### src/rtl/proc_ctrl_pkg.sv
// Shared encodings for the multi-cycle processor control path: opcodes,
// ALU operations, datapath mux selects and the control FSM state set.
package proc_ctrl_pkg;

   localparam logic [3:0] OP_R    = 4'd0;
   localparam logic [3:0] OP_ADDI = 4'd1;
   localparam logic [3:0] OP_ANDI = 4'd2;
   localparam logic [3:0] OP_ORI  = 4'd3;
   localparam logic [3:0] OP_LW   = 4'd4;
   localparam logic [3:0] OP_SW   = 4'd5;
   localparam logic [3:0] OP_BEQ  = 4'd6;
   localparam logic [3:0] OP_BNE  = 4'd7;
   localparam logic [3:0] OP_BLT  = 4'd8;
   localparam logic [3:0] OP_JMP  = 4'd9;
   localparam logic [3:0] OP_HALT = 4'd15;

   localparam logic [3:0] ALU_ADD = 4'd0;
   localparam logic [3:0] ALU_SUB = 4'd1;
   localparam logic [3:0] ALU_AND = 4'd2;
   localparam logic [3:0] ALU_OR  = 4'd3;
   localparam logic [3:0] ALU_XOR = 4'd4;
   localparam logic [3:0] ALU_SLL = 4'd5;
   localparam logic [3:0] ALU_SRL = 4'd6;
   localparam logic [3:0] ALU_SLT = 4'd7;

   localparam logic [2:0] SRCA_PC  = 3'd0;
   localparam logic [2:0] SRCA_ONE = 3'd1;
   localparam logic [2:0] SRCA_REG = 3'd2;
   localparam logic [2:0] SRCA_IMM = 3'd3;
   localparam logic [2:0] SRCA_MDR = 3'd4;

   localparam logic [1:0] SRCB_REG = 2'd0;
   localparam logic [1:0] SRCB_ONE = 2'd1;
   localparam logic [1:0] SRCB_IMM = 2'd2;

   localparam logic PCSRC_ALU    = 1'b0;
   localparam logic PCSRC_ALUOUT = 1'b1;

   typedef enum logic [3:0] {
      S_IDLE      = 4'd0,
      S_FETCH     = 4'd1,
      S_DECODE    = 4'd2,
      S_EXEC_R    = 4'd3,
      S_R_WB      = 4'd4,
      S_EXEC_I    = 4'd5,
      S_I_WB      = 4'd6,
      S_MEM_ADDR  = 4'd7,
      S_MEM_READ  = 4'd8,
      S_MEM_WB    = 4'd9,
      S_MEM_WRITE = 4'd10,
      S_BRANCH    = 4'd11,
      S_JUMP      = 4'd12,
      S_HALT      = 4'd13
   } state_t;

   // States that stall on the memory handshake and therefore run the wait timer.
   function automatic logic isMemWaitState(input state_t s);
      return (s == S_FETCH) || (s == S_MEM_READ) || (s == S_MEM_WRITE);
   endfunction

endpackage

### src/rtl/mem_wait_timer.sv
// Counts consecutive stalled cycles of a memory access and flags the cycle
// in which the stall limit would be exceeded (MEM_TIMEOUT = 0 never expires).
module mem_wait_timer #(
   parameter int MEM_TIMEOUT = 255,
   parameter int WAIT_W      = 8
) (
   input  logic clk,
   input  logic reset,
   input  logic i_waiting,
   output logic o_expired
);

   localparam int LIMIT = (MEM_TIMEOUT == 0) ? 0 : MEM_TIMEOUT - 1;

   logic [WAIT_W-1:0] r_count;

   // The limit is hit in the stalled cycle that would bring the count to MEM_TIMEOUT.
   assign o_expired = (MEM_TIMEOUT != 0) && i_waiting && (r_count == WAIT_W'(LIMIT));

   always_ff @(posedge clk or posedge reset) begin
      if (reset)
         r_count <= '0;
      else if (i_waiting && !o_expired)
         r_count <= r_count + WAIT_W'(1);
      else
         r_count <= '0;
   end

endmodule

### src/rtl/multicycle_control_unit.sv
// Multi-cycle control FSM: decodes the latched instruction and drives every
// datapath select and write strobe, with sticky illegal-op and memory-timeout flags.
module multicycle_control_unit
   import proc_ctrl_pkg::*;
#(
   parameter int MEM_TIMEOUT = 255,
   parameter int WAIT_W      = 8
) (
   input  logic       clk,
   input  logic       reset,
   input  logic [3:0] opcode,
   input  logic [2:0] funct,
   input  logic       zero,
   input  logic       negative,
   input  logic       mem_ready,
   output logic       pc_write,
   output logic       ir_write,
   output logic       mem_read,
   output logic       mem_write,
   output logic       reg_write,
   output logic       reg_dst,
   output logic       mem_to_reg,
   output logic [3:0] alu_op,
   output logic [2:0] alu_src_a,
   output logic [1:0] alu_src_b,
   output logic       pc_src,
   output logic       keep_alu_out,
   output logic       halted,
   output logic       illegal_op,
   output logic       mem_timeout,
   output logic [3:0] state
);

   state_t r_state;
   logic   r_illegal;
   logic   r_timeout;
   state_t w_next;
   logic   w_waiting;
   logic   w_expired;
   logic   w_setIllegal;
   logic   w_setTimeout;

   assign w_waiting   = isMemWaitState(r_state) && !mem_ready;
   assign state       = r_state;
   assign illegal_op  = r_illegal;
   assign mem_timeout = r_timeout;

   mem_wait_timer #(
      .MEM_TIMEOUT (MEM_TIMEOUT),
      .WAIT_W      (WAIT_W)
   ) u_wait_timer (
      .clk       (clk),
      .reset     (reset),
      .i_waiting (w_waiting),
      .o_expired (w_expired)
   );

   always_ff @(posedge clk or posedge reset) begin
      if (reset) begin
         r_state   <= S_IDLE;
         r_illegal <= 1'b0;
         r_timeout <= 1'b0;
      end else begin
         r_state <= w_next;
         if (w_setIllegal)
            r_illegal <= 1'b1;
         if (w_setTimeout)
            r_timeout <= 1'b1;
      end
   end

   always_comb begin
      w_next       = r_state;
      w_setIllegal = 1'b0;
      w_setTimeout = 1'b0;
      pc_write     = 1'b0;
      ir_write     = 1'b0;
      mem_read     = 1'b0;
      mem_write    = 1'b0;
      reg_write    = 1'b0;
      reg_dst      = 1'b0;
      mem_to_reg   = 1'b0;
      alu_op       = ALU_ADD;
      alu_src_a    = SRCA_PC;
      alu_src_b    = SRCB_REG;
      pc_src       = PCSRC_ALU;
      keep_alu_out = 1'b0;
      halted       = 1'b0;

      case (r_state)
         S_IDLE: w_next = S_FETCH;
         S_FETCH: begin
            mem_read  = 1'b1;
            alu_src_b = SRCB_ONE;
            // A ready in the limit cycle still completes the fetch.
            if (mem_ready) begin
               pc_write = 1'b1;
               ir_write = 1'b1;
               w_next   = S_DECODE;
            end else if (w_expired) begin
               w_setTimeout = 1'b1;
               w_next       = S_HALT;
            end
         end
         S_DECODE: begin
            alu_src_b = SRCB_IMM;
            case (opcode)
               OP_R:                     w_next = S_EXEC_R;
               OP_ADDI, OP_ANDI, OP_ORI: w_next = S_EXEC_I;
               OP_LW, OP_SW:             w_next = S_MEM_ADDR;
               OP_BEQ, OP_BNE, OP_BLT:   w_next = S_BRANCH;
               OP_JMP:                   w_next = S_JUMP;
               OP_HALT:                  w_next = S_HALT;
               default: begin
                  w_setIllegal = 1'b1;
                  w_next       = S_HALT;
               end
            endcase
         end
         S_EXEC_R: begin
            alu_src_a = SRCA_REG;
            alu_src_b = SRCB_REG;
            alu_op    = {1'b0, funct};
            w_next    = S_R_WB;
         end
         S_R_WB: begin
            reg_write    = 1'b1;
            reg_dst      = 1'b1;
            keep_alu_out = 1'b1;
            w_next       = S_FETCH;
         end
         S_EXEC_I: begin
            alu_src_a = SRCA_REG;
            alu_src_b = SRCB_IMM;
            case (opcode)
               OP_ANDI: alu_op = ALU_AND;
               OP_ORI:  alu_op = ALU_OR;
               default: alu_op = ALU_ADD;
            endcase
            w_next = S_I_WB;
         end
         S_I_WB: begin
            reg_write    = 1'b1;
            keep_alu_out = 1'b1;
            w_next       = S_FETCH;
         end
         S_MEM_ADDR: begin
            alu_src_a = SRCA_REG;
            alu_src_b = SRCB_IMM;
            w_next    = (opcode == OP_LW) ? S_MEM_READ : S_MEM_WRITE;
         end
         S_MEM_READ, S_MEM_WRITE: begin
            mem_read     = (r_state == S_MEM_READ);
            mem_write    = (r_state == S_MEM_WRITE);
            keep_alu_out = 1'b1;
            if (mem_ready) begin
               w_next = (r_state == S_MEM_READ) ? S_MEM_WB : S_FETCH;
            end else if (w_expired) begin
               w_setTimeout = 1'b1;
               w_next       = S_HALT;
            end
         end
         S_MEM_WB: begin
            reg_write    = 1'b1;
            mem_to_reg   = 1'b1;
            keep_alu_out = 1'b1;
            w_next       = S_FETCH;
         end
         S_BRANCH: begin
            alu_src_a    = SRCA_REG;
            alu_src_b    = SRCB_REG;
            alu_op       = ALU_SUB;
            keep_alu_out = 1'b1;
            pc_src       = PCSRC_ALUOUT;
            pc_write     = ((opcode == OP_BEQ) && zero) ||
                           ((opcode == OP_BNE) && !zero) ||
                           ((opcode == OP_BLT) && negative);
            w_next       = S_FETCH;
         end
         S_JUMP: begin
            pc_src       = PCSRC_ALUOUT;
            pc_write     = 1'b1;
            keep_alu_out = 1'b1;
            w_next       = S_FETCH;
         end
         S_HALT: halted = 1'b1;
         default: w_next = S_IDLE;
      endcase
   end

endmodule

### config.mk
export PLATFORM = sky130hd
export DESIGN_NAME = multicycle_control_unit
export DESIGN_NICKNAME = d
export VERILOG_FILES = /design/src/rtl/proc_ctrl_pkg.sv /design/src/rtl/mem_wait_timer.sv /design/src/rtl/multicycle_control_unit.sv
export SDC_FILE = /design/constraint.sdc
export NUM_CORES = 1
export LEC_CHECK = 0
export CORE_ASPECT_RATIO = 0.8
export CORE_MARGIN = 2
export CORE_UTILIZATION = 41
export DETAILED_ROUTE_END_ITERATION = 8
export PLACE_DENSITY_LB_ADDON = 0.2
export REMOVE_ABC_BUFFERS = 1
export SETUP_SLACK_MARGIN = 0.05
export SYNTH_ARGS = -nofsm -noshare
export SYNTH_HDL_FRONTEND = slang
export SYNTH_SLANG_ARGS = --single-unit
### constraint.sdc
create_clock -name clk -period 1.3 [get_ports clk]
set_input_delay 0.325 -clock clk [delete_from_list [all_inputs] [get_ports clk]]
set_output_delay 0.325 -clock clk [all_outputs]
set_load 0.02 [all_outputs]
==> results list <==
- Cell-by-cell listing of the critical path: buf_6 -> nor2_4 -> and3_4 -> a31oi_2 -> o21ai_1 -> buf_4
- Root Driver: sky130_fd_sc_hd__clkbuf_4
- Std-Cell Core Area: 2500 um^2
* Flop and latch count out of synthesis: 14
* Final critical-path setup slack: -0.612 ns
- Stage delay of the slowest cell on the critical path: a little under 0.5 ns
- After detailed routing, the average wire length per cell comes to 20.8 um.
- In this run the static leakage power is 1.05 nW.
* Remaining Overflow, GRT: 0
- For this configuration, the core starts out at a cell density of 0.440.
- The floorplan step set the die width to a little over 60 um.
* Half-perimeter wire length after detailed placement: approximately 2600 um
- Entering global routing, the biggest net connects 15 pins.
- In this run the number of H-tree levels came out at 1.
* Placed Instances: 240
* Router iterations before antenna repair: 5
* Clock slew at the register clock pins of the worst setup and hold paths: approximately 0.09 ns
- Of all nets on the critical path, the largest fanout is 5.
- Yosys mapped the design onto between 40 and 50 distinct sky130hd cell types.
* Category of cells accounting for the largest share of critical-path delay: flip-flops
* Crit path capture type: primary output
- Together, buffers and inverters on the worst path number 2.
* Final setup violating endpoints: 33
- The final reports fail on setup timing.
- The run finished, with violations left.
- Post-layout utilization of the core: 0.891
- Dominant synthesized flop cell: sky130_fd_sc_hd__dfrtp_1
* CTS buffer count: 3
- The number of antenna diodes in the final layout is 0.
- The routed design has between 5000 and 6000 um of wire.
- The final-report hold violation count was 0.
* Clock tree from TritonCTS: done
- The via count of the first global-routing pass came to 1470.
* Mean area per synthesized cell: 7.91 um^2
- Post-route minimum period: approximately 1.9 ns
* Total number of placement rows: 16
- Worst path slowest cell: sky130_fd_sc_hd__dfrtp_2
* Type of the worst setup path: register to primary output
- After filler insertion, the fill cell instance count of the layout stands at roughly 110.
- Startpoint kind of the worst setup timing path: register
- Number of synthesis warnings: 0
- Share of async-settable or async-resettable flops after synthesis: 1.00
- Setup repair after global routing could not meet its margin everywhere.
- The count of nets left with antenna violations once routing finished came out at 0.
* Period Utilization, post-route: 1.47
- After technology mapping, the gate count stands at 139.
- Worst hold-check path type: input port to asynchronous set/reset pin
* Area of the die: just over 3000 um^2
- # port buffers: 33
- Layout-stage area growth over the synthesis result: 103%
- For this run, the register share of the synthesized area comes to 0.319.
* Worst path arrival time: about 1.6 ns
- Using the TritonRoute via totals, the vias-per-cell ratio works out to approximately 6.0.
* Deepest clock path buffer count: 2
* DRC: 0
* Hold Buf Count CTS: 0
* Worst-case clock skew: ~0.014 ns
* Total Nets Final: between 200 and 250
- Fin cells: roughly 270
* Required time worst endpoint: 0.98 ns
- During I/O placement, the number of pins put on the boundary was 37.
- Of the cells placed in the final design, the portion with a size suffix greater than 1 is 0.606.
- After synthesis the cells add up to approximately 1100 um^2.
- Yosys mapped a number of flops with a built-in enable equal to 0.
* Max capacitance violation total: 0
* GPL Wtd Cong: 0.890
- Static timing analysis puts the maximum clock frequency at 523 MHz.
- R2R Setup Slk: -0.43 ns
* Slew Limit Fails: 0
* Chip Height: ~50 um
- VDD IR max: 1140 uV
- Antenna violations before repair: 0
- The later pin in the worst-skew pair is clocked with a latency of 0.30 ns.
- In the global route stage, overall resource usage came out at 0.321.
- In this run the power density over the cells is about 2100 nW/um^2.
- The first global-routing pass estimated 7150 um of wire.
* Count of routing violations after the opening detailed-route iteration: slightly above 90
- CTS sink cnt: 14
* Number of vias in the routed layout: approximately 1600
per-layer routing:
| layer | routed length [um] | GRT usage | part of all wire |
|---|---|---|---|
| met1 | 2020 | 0.404 | 0.36 |
| met2 | 2670 | 0.526 | 0.48 |
| met3 | 611 | 0.0902 | 0.11 |
| met4 | 269 | 0.0993 | 0.048 |
| met5 | 0 | 0 | 0 |
registers in the layout (all words and copies together) (netlist names):
register and count:
u_wait_timer.r_count 8, mem_timeout 1, illegal_op 1, state 4
final timing paths:
kind                        startpoint                      end  cells past startpoint
max                           state[3]                 pc_write                      6
min                              reset  u_wait_timer.r_count[2]                      3
max reg2reg                   state[3]                 state[1]                      7
min reg2reg                mem_timeout              mem_timeout                      1
max in group asynchronous        reset                 state[1]                      3
min in group clk           mem_timeout              mem_timeout                      1
cells in the mapped netlist, drive strengths merged (2+ instances only):
cell type / n / share of area
nor3: 7 / 0.032
a21o: 2 / 0.014
ha: 2 / 0.023
xor2: 5 / 0.040
a21oi: 7 / 0.032
nand2b: 6 / 0.034
nand3: 5 / 0.023
and3: 4 / 0.023
and4: 2 / 0.018
nand4: 2 / 0.011
buf: 11 / 0.064
dfrtp: 14 / 0.32
nor2b: 6 / 0.036
a2bb2oi: 3 / 0.024
inv: 5 / 0.017
and2: 2 / 0.011
xnor2: 2 / 0.016
o21ai: 9 / 0.041
nand2: 9 / 0.031
nor2: 19 / 0.065
power by group:
part,leakage (nW),switching (mW),internal [mW],total (mW)
Combinational,0.859,1.86,1.93,3.79
Clock,0.0138,0.155,0.108,0.263
Sequential,0.181,0.147,0.529,0.676
placed cells by master, fill, tap and decap left out, types with 3 or more instances in the layout:
cell and n:
sky130_fd_sc_hd__buf_4 44, sky130_fd_sc_hd__buf_2 4, sky130_fd_sc_hd__xor2_1 5, sky130_fd_sc_hd__nand3_1 5, sky130_fd_sc_hd__o21ai_1 4, sky130_fd_sc_hd__nor2_1 8, sky130_fd_sc_hd__buf_6 39, sky130_fd_sc_hd__dlygate4sd2_1 5
sky130_fd_sc_hd__nor2b_2 3, sky130_fd_sc_hd__clkbuf_4 3, sky130_fd_sc_hd__conb_1 3, sky130_fd_sc_hd__dfrtp_2 4, sky130_fd_sc_hd__nor2_2 6, sky130_fd_sc_hd__nor2_4 5, sky130_fd_sc_hd__dfrtp_1 10, sky130_fd_sc_hd__clkdlybuf4s50_1 6
sky130_fd_sc_hd__nand2_1 5, sky130_fd_sc_hd__inv_1 3, sky130_fd_sc_hd__a21oi_1 5, sky130_fd_sc_hd__nand2b_1 5, sky130_fd_sc_hd__nor3_2 4, sky130_fd_sc_hd__o21ai_0 3
worst min-delay path, stage by stage:
cell and delay [ns]:
sky130_fd_sc_hd__clkdlybuf4s50_1 0.40, sky130_fd_sc_hd__inv_1 0.05, sky130_fd_sc_hd__buf_4 0.23
area by class of cell:
type | instances | area, um^2 | share of cell area
Tap cell | 36 | 45.0 | 0.0202
Inverter | 5 | 18.8 | 0.00842
Clock buffer | 3 | 22.5 | 0.0101
Timing Repair Buffer | 98 | 893 | 0.401
Multi-Input combinational cell | 111 | 893 | 0.401
Sequential cell | 14 | 355 | 0.159
repair_timing:
action | CTS | global route
endpoints found under the hold margin | 0 | 0
endpoints found under the setup margin | 35 | 34
cloned | 1 | 0
resized for setup | 181 | 42
pin swaps | 21 | 17
setup buffers | 15 | 10
stage by stage:
step	worst slack, ns	instance area (um^2)	hold slack, ns	TNS, ns	power, mW
final	-0.612	2230	0.328	-13.28	4.73
after global routing	-0.677	2230	0.359	-14.11	4.87
after CTS	-0.501	2030	0.335	-10.42	3.93
after detailed placement	-1.18	1720	0.459	-17.59	2.96
after global placement	-1.08	1720	0.443	-16.96	2.90
after floorplan	-0.619	1030	0.214	-9.67	1.73
logic make-up after synthesis:
logic type               synth area share
AND/OR/NAND/NOR                     0.330
other                             0.00341
XOR/XNOR                           0.0557
multiplexers                       0.0102
adder cells (fa/ha/maj)            0.0227
buffers and inverters              0.0842
flip-flops                          0.319
AO/OA/AOI/OAI                       0.175
Power figures use the tool's default switching activity.
